[src/rtl/pipo_pkg.sv]
// Shared types, defaults and helpers for the serial/parallel register stages.
package pipo_pkg;

  localparam int unsigned DEFAULT_WIDTH = 4;

  typedef enum logic [0:0] {
    OUT_EMPTY,
    OUT_FULL
  } out_state_t;

  // Reverse the low 'width' bits of value; bits above 'width' come back as zero.
  function automatic logic [31:0] bit_reverse(input logic [31:0] value, input int unsigned width);
    logic [31:0] result;
    result = '0;
    for (int i = 0; i < 32; i++) begin
      if (i < int'(width)) begin
        result[5'(int'(width) - 1 - i)] = value[5'(i)];
      end
    end
    return result;
  endfunction

endpackage

[src/rtl/sipo_shift_core.sv]
// Serial shift register and bit counter; flags the cycle that completes a word.
module sipo_shift_core
  import pipo_pkg::*;
#(
  parameter int unsigned WIDTH     = DEFAULT_WIDTH,
  parameter bit          MSB_FIRST = 1'b1
) (
  input  logic             clk,
  input  logic             rst,
  input  logic             clr,
  input  logic             sin,
  input  logic             sin_valid,
  output logic [WIDTH-1:0] word,
  output logic             word_done,
  output logic             busy
);

  localparam int unsigned CNT_W = $clog2(WIDTH);
  localparam logic [CNT_W-1:0] LAST_BIT = CNT_W'(WIDTH - 1);

  logic [WIDTH-1:0] shift_reg;
  logic [WIDTH-1:0] shift_next;
  logic [CNT_W-1:0] bit_cnt;

  // Bits are always stored first-bit-at-top; LSB-first order is obtained by reversing the
  // completed word, which gives the same result as shifting in from the top.
  assign shift_next = {shift_reg[WIDTH-2:0], sin};
  assign word       = MSB_FIRST ? shift_next : WIDTH'(bit_reverse(32'(shift_next), WIDTH));
  assign word_done  = sin_valid && (bit_cnt == LAST_BIT);
  assign busy       = (bit_cnt != '0);

  // Shift one qualified bit per clock; counter wraps on the last bit of a word.
  always_ff @(posedge clk or posedge rst) begin
    if (rst) begin
      shift_reg <= '0;
      bit_cnt   <= '0;
    end else if (clr) begin
      shift_reg <= '0;
      bit_cnt   <= '0;
    end else if (sin_valid) begin
      shift_reg <= shift_next;
      bit_cnt   <= (bit_cnt == LAST_BIT) ? '0 : bit_cnt + 1'b1;
    end
  end

endmodule

[src/rtl/sipo_deserializer.sv]
// Serial-in/parallel-out deserializer with a one-word valid/ready output holding register.
module sipo_deserializer
  import pipo_pkg::*;
#(
  parameter int unsigned WIDTH     = DEFAULT_WIDTH,
  parameter bit          MSB_FIRST = 1'b1
) (
  input  logic             clk,
  input  logic             rst,
  input  logic             clr,
  input  logic             sin,
  input  logic             sin_valid,
  output logic [WIDTH-1:0] out_data,
  output logic             out_valid,
  input  logic             out_ready,
  output logic             busy,
  output logic             overrun,
  output logic [7:0]       word_cnt
);

  out_state_t       state;
  out_state_t       state_next;
  logic [WIDTH-1:0] word;
  logic             word_done;
  logic             handshake;
  logic             load;
  logic             drop;

  sipo_shift_core #(
    .WIDTH    (WIDTH),
    .MSB_FIRST(MSB_FIRST)
  ) u_core (
    .clk      (clk),
    .rst      (rst),
    .clr      (clr),
    .sin      (sin),
    .sin_valid(sin_valid),
    .word     (word),
    .word_done(word_done),
    .busy     (busy)
  );

  assign out_valid = (state == OUT_FULL);
  assign handshake = out_valid && out_ready;
  // A completed word fits if the holder is empty or is being emptied at this same edge.
  assign load      = word_done && (!out_valid || out_ready);
  assign drop      = word_done && out_valid && !out_ready;

  // Output-side next state: fill on completion, empty on a handshake with no new word.
  always_comb begin
    state_next = state;
    unique case (state)
      OUT_EMPTY: if (word_done) state_next = OUT_FULL;
      OUT_FULL:  if (handshake && !word_done) state_next = OUT_EMPTY;
    endcase
  end

  // Output register, sticky overrun flag and loaded-word counter.
  always_ff @(posedge clk or posedge rst) begin
    if (rst) begin
      state    <= OUT_EMPTY;
      out_data <= '0;
      overrun  <= 1'b0;
      word_cnt <= 8'd0;
    end else if (clr) begin
      state    <= OUT_EMPTY;
      out_data <= '0;
      overrun  <= 1'b0;
      word_cnt <= 8'd0;
    end else begin
      state <= state_next;
      if (load) begin
        out_data <= word;
        word_cnt <= word_cnt + 8'd1;
      end
      if (drop) begin
        overrun <= 1'b1;
      end
    end
  end

endmodule

[config.mk]
export PLATFORM = sky130hd
export DESIGN_NAME = sipo_deserializer
export DESIGN_NICKNAME = d
export VERILOG_FILES = /design/src/rtl/pipo_pkg.sv /design/src/rtl/sipo_shift_core.sv /design/src/rtl/sipo_deserializer.sv
export SDC_FILE = /design/constraint.sdc
export NUM_CORES = 1
export LEC_CHECK = 0
export BUFFER_PORTS_ARGS = -buffer_cell sky130_fd_sc_hd__clkbuf_2
export CORE_MARGIN = 2
export CORE_UTILIZATION = 55
export CTS_BUF_LIST = sky130_fd_sc_hd__clkbuf_8
export DETAILED_ROUTE_END_ITERATION = 6
export GPL_ROUTABILITY_DRIVEN = 0
export PLACE_DENSITY = 0.81
export REMOVE_ABC_BUFFERS = 1
export SYNTH_ARGS = -nofsm -noshare
export SYNTH_HDL_FRONTEND = slang
export SYNTH_SLANG_ARGS = --single-unit
[constraint.sdc]
create_clock -name clk -period 1.71 [get_ports clk]
set_input_delay 0 -clock clk [delete_from_list [all_inputs] [get_ports clk]]
set_output_delay 0 -clock clk [all_outputs]
set_load 0.02 [all_outputs]
-- Yosys cells after proc, flatten, opt, wreduce, memory -nomap -nowiden
Cells that the tools add are included.
- bitwise logic cells: 1
- muxes and demuxes: 15
- reductions and logical operators: 14
- eq/ne operators: 1
- $add $sub $neg: 2
- operators with widths (kind ; count):
    8-bit two-way mux ; 2
    8-bit by 1-bit adder with 8-bit output, second input constant ; 1
    4-bit two-way mux ; 2
    2-bit nonzero test ; 4
    1-bit logical AND ; 6
    2-bit two-way mux ; 3
    3-bit two-way mux ; 2
    1-bit two-way mux ; 5
    1-bit zero test ; 3
    2-bit by 1-bit adder with 2-bit output, second input constant ; 1
    2-bit == test, second input constant ; 1
    1-bit one-hot mux with 2 select lines ; 1
    1-bit logical OR ; 1
    1-bit inverter ; 1
- bits of input ports: 6
- register bits: 19

-- Depth between registers and ports, before layout
- word-level depth: 7
- depth in mapped cells: 5
- gate-level depth less buffers: 4

-- By module
A second synthesis with hierarchy kept.
- cell total of the unflattened synthesis: 96
- area, all modules: 950.9 µm²
- modules (own cells, without submodules) (module ; cells an instance ; sequential area each (µm²) ; area each (µm²) ; times used):
    sipo_deserializer ; 72 ; 350.3 ; 686.9 ; 1
    sipo_shift_core ; 24 ; 125.1 ; 264.0 ; 1

-- Worst setup path after synthesis
No wires, ideal clock.
- path type: flip-flop to flip-flop
- start point: register word_cnt[0]
- end point: register word_cnt[4]
- arrival time: 1.352 ns
- data required time: 1.585 ns
- slack: 0.233 ns
- path buffers: 0
- stages on the path, launching flop included: 5
- cell sequence: dfrtp_1 > ha_1 > nand2_1 > nor4b_1 > mux2_2
- cells in the longest elaborated chain, start to end: 3
- ends and longest elaborated chain (item ; line ; source):
    from (decl) ; sipo_deserializer.sv:18 ; output logic [7:0] word_cnt
    from (signal assigned) ; sipo_deserializer.sv:74 ; word_cnt <= word_cnt + 8'd1;
    8-bit by 1-bit adder with 8-bit output ; sipo_deserializer.sv:74 ;
    8-bit two-way mux ; sipo_deserializer.sv:72 ; if (load) begin
    8-bit two-way mux ; sipo_deserializer.sv:65 ; end else if (clr) begin
No other way between the ends. The select of a mux whose other input is x is not followed.
A chain may end at the register's enable or synchronous reset.

-- Worst setup path in the final report
- start point: register u_core.bit_cnt[0]
- end point: register word_cnt[6]
- cells in the longest elaborated chain, start to end: 4
- ends and longest elaborated chain (item ; line ; source):
    from (decl) ; sipo_shift_core.sv:23 ; logic [CNT_W-1:0] bit_cnt;
    from (signal assigned) ; sipo_shift_core.sv:42 ; bit_cnt <= (bit_cnt == LAST_BIT) ? '0 : bit_cnt + 1'b1;
    2-bit == test ; sipo_shift_core.sv:29 ; assign word_done = sin_valid && (bit_cnt == LAST_BIT);
    1-bit logical AND ; sipo_shift_core.sv:29 ;
    1-bit logical AND ; sipo_deserializer.sv:46 ; assign load = word_done && (!out_valid || out_ready);
    2-bit nonzero test (no source line) ; n/a ;
No other way between the ends.

==> results by group <==
Global routing
  – GRT overflow: 0
  – Overall Global Routing Usage: 20.4%
  – Initial antenna violation count: 0
  – Vias in the first global route: 700
  – Largest net degree at the start of global routing: 24
  – First-pass GRT wire length: 2940 um

STA
  – Worst Tran Pin Value: 0.703 ns
  – RSZ-0062 raised after global routing: false
  – Max Slew Vio Count: 0
  – Setup violators final: 0
  – Final period util: 91.2%
  – Fin Setup TNS: 0 ns
  – Fin crit period: 1.56 ns
  – Worst Skew: 0.00678 ns
  – Slew headroom: 53.1%
  – FMAX: 641 MHz
  – Final Hold Vio Count: 0

Clock tree
  – Clock Latency Late Sink: 0.25 ns
  – Max clock buf depth: 2
  – Num CTS Buffers: 3
  – Clock Root Buffer: clkbuf_8
  – Reg clk slew, reported paths: 0.07 ns
  – CTS H-Tree Depth: 1
  – Post-CTS Setup Inserts: 0
  – Num Clock Sinks: 19
  – CTS tree: built

Setup path
  – Worst setup SP type: register
  – RR Startpoint: u_core.bit_cnt[0]
  – CP required: 1.85 ns
  – Reg2Reg Depth: 4
  – Worst R2R Setup Slack: 0.15 ns
  – CP endpoint kind: register
  – Critical path type: register to register
  – Max FO, Critical Path: 16
  – Critical R2R Capture: word_cnt[6]
  – CP Data Arrival Time: 1.70 ns

Floorplanning
  – Overall die height: 45.6 um
  – Die width: 45.6 um
  – DIE AREA: 0.00208 mm2
  – CORE AREA: 0.00167 mm2
  – Cell row count: 15
  – Io pins: 21
  – Effective utilization at floorplan: 56.9%

Min path
  – Worst hold path class: primary input to register
  – Hold Path Origin: sin_valid
  – Hold Crit Endpoint: u_core.shift_reg[2]
  – Hold depth: 3

Finish
  – P&R area growth vs syn: 16.3%
  – Commonest non-fill, non-tap cell in the layout: clkbuf_2
  – Most frequent cells in the layout: clkbuf_2, dfrtp_1, nor2_1
  – Share of layout cells above drive strength 1: 25.0%
  – Cell area after layout: 0.00110 mm2
  – N_diodes: 0
  – Number of flip-flops under the largest register name: 8
  – Layout Nets: 126

Routing
  – Number of DRC markers in iteration 0: 11
  – WL met2: 785 um
  – Remaining DRCs: 0
  – Antenna viol nets, final: 0
  – Drt pass-1 iters: 4
  – Routed vias/inst: 5.72
  – Routed via count: 761
  – Drt total wl: 1740 um
  – Routed len/inst: 13.1 um
  – DR top layer: met4
  – Met3 Wirelength: 80 um
  – Met1 Wirelength: 856 um

Logic synthesis
  – #FFs+latches synth: 19
  – Mean Syn Cell Area: 9.89 um2
  – Sequential share of the synthesized area: 50.1%
  – Cell variety after synth: 23
  – Cell taking the most area after synthesis: dfrtp_1
  – Synth top area share: 50.1%
  – YS warnings: 0
  – Netlist area before placement: 950 um2
  – Gate Count Post-Synth: 96
  – Largest cells by area after synthesis: dfrtp_1, a21oi_1, mux2i_1

Power and ir drop
  – P_leak: 0.548 nW
  – PwrDens: 753 mW/mm2
  – Maximum VDD drop: 0.435 mV

Placed design
  – Post-DP HPWL: 1230 um
  – Port bufs: 20
  – Area of placed instances: 0.00104 mm2

Job
  – Max cap viols: 0

Run status
  – Outcome: completed
[metrics by stage]
| step | power, mW | cells | util [%] | hold slack [ns] | setup slack, ns |
|---|---|---|---|---|---|
| 2_1_floorplan | 0.508 | 90 | - | -0.0489 | 0.168 |
| 3_3_place_gp | 0.534 | 127 | 62.1 | 0.135 | 0.134 |
| 3_5_place_dp | 0.536 | 127 | 62.1 | 0.127 | 0.0766 |
| 4_1_cts | 0.837 | 133 | 66.0 | 0.174 | 0.0725 |
| 5_1_grt | 0.869 | 133 | 66.1 | 0.229 | 0.0160 |
| 6_report | 0.832 | 133 | 66.1 | 0.187 | 0.151 |
[layout make-up]
cell class                 instances  area [um2]
timing repair buffer              22         120
fill                             144         566
multi-input combinational         66         424
inverter                           5        18.8
clock buffer                       3        41.3
sequential                        19         475
clock inverter                     1        3.75
tap                               17        21.3
[synthesized netlist by cell type]
cell type	n
or3_1	1
buf_2	3
o31ai_1	2
inv_1	5
nand2b_1	1
mux2i_1	5
nor2b_1	5
nor4_1	3
mux2_2	4
nor4b_1	1
dfrtp_1	19
and2_1	1
ha_1	3
nor2_1	11
or4_1	2
o21ai_0	6
nand2_1	2
nand4_1	1
nand3_1	7
a21oi_1	10
buf_6	1
clkbuf_1	2
nand2_4	1
[repair_timing]
item | in CTS | in global routing
endpoints found under the hold margin | 20 | 0
resized for setup | 0 | 1
hold buffers | 2 | 0
setup endpoints to repair | 0 | 10
[where the power goes]
| group | switching [mW] | leakage (nW) | internal, mW |
|---|---|---|---|
| logic | 0.0434 | 0.258 | 0.0240 |
| clock network | 0.142 | 0.0269 | 0.159 |
| registers | 0.00601 | 0.263 | 0.457 |
[worst max-delay path, cell delays in order (launching register included)]
cell and delay, ns:
dfrtp_1 0.39, ha_1 0.24, nand2_4 0.13, nor4_1 0.33, mux2_2 0.37
[kinds of logic after synthesis]
logic type | after synthesis | synth area share, %
buffers and inverters | 11 | 5.53
muxes | 9 | 10.0
and+or+nand+nor | 36 | 20.4
adders and majority gates | 3 | 3.95
AOI/OAI and AO/OA | 18 | 10.0
DFF | 19 | 50.1
[worst max path at each step]
stage,start,depth (start not counted),to
floorplan,out_valid,3,word_cnt[5]
global placement,out_valid,3,word_cnt[7]
detailed placement,out_valid,3,word_cnt[6]
CTS,out_valid,3,word_cnt[6]
global route,u_core.bit_cnt[0],4,word_cnt[6]
finish,u_core.bit_cnt[0],4,word_cnt[6]
[metal layers]
| metal | track usage, % | up-vias |
|---|---|---|
| li1 | - | 372 |
| met1 | 26.1 | 363 |
| met2 | 30.7 | 24 |
| met3 | 5.16 | 2 |
| met4 | 12.4 | 0 |
| met5 | 0 | - |
No activity file was read; power rests on OpenSTA's default activity.
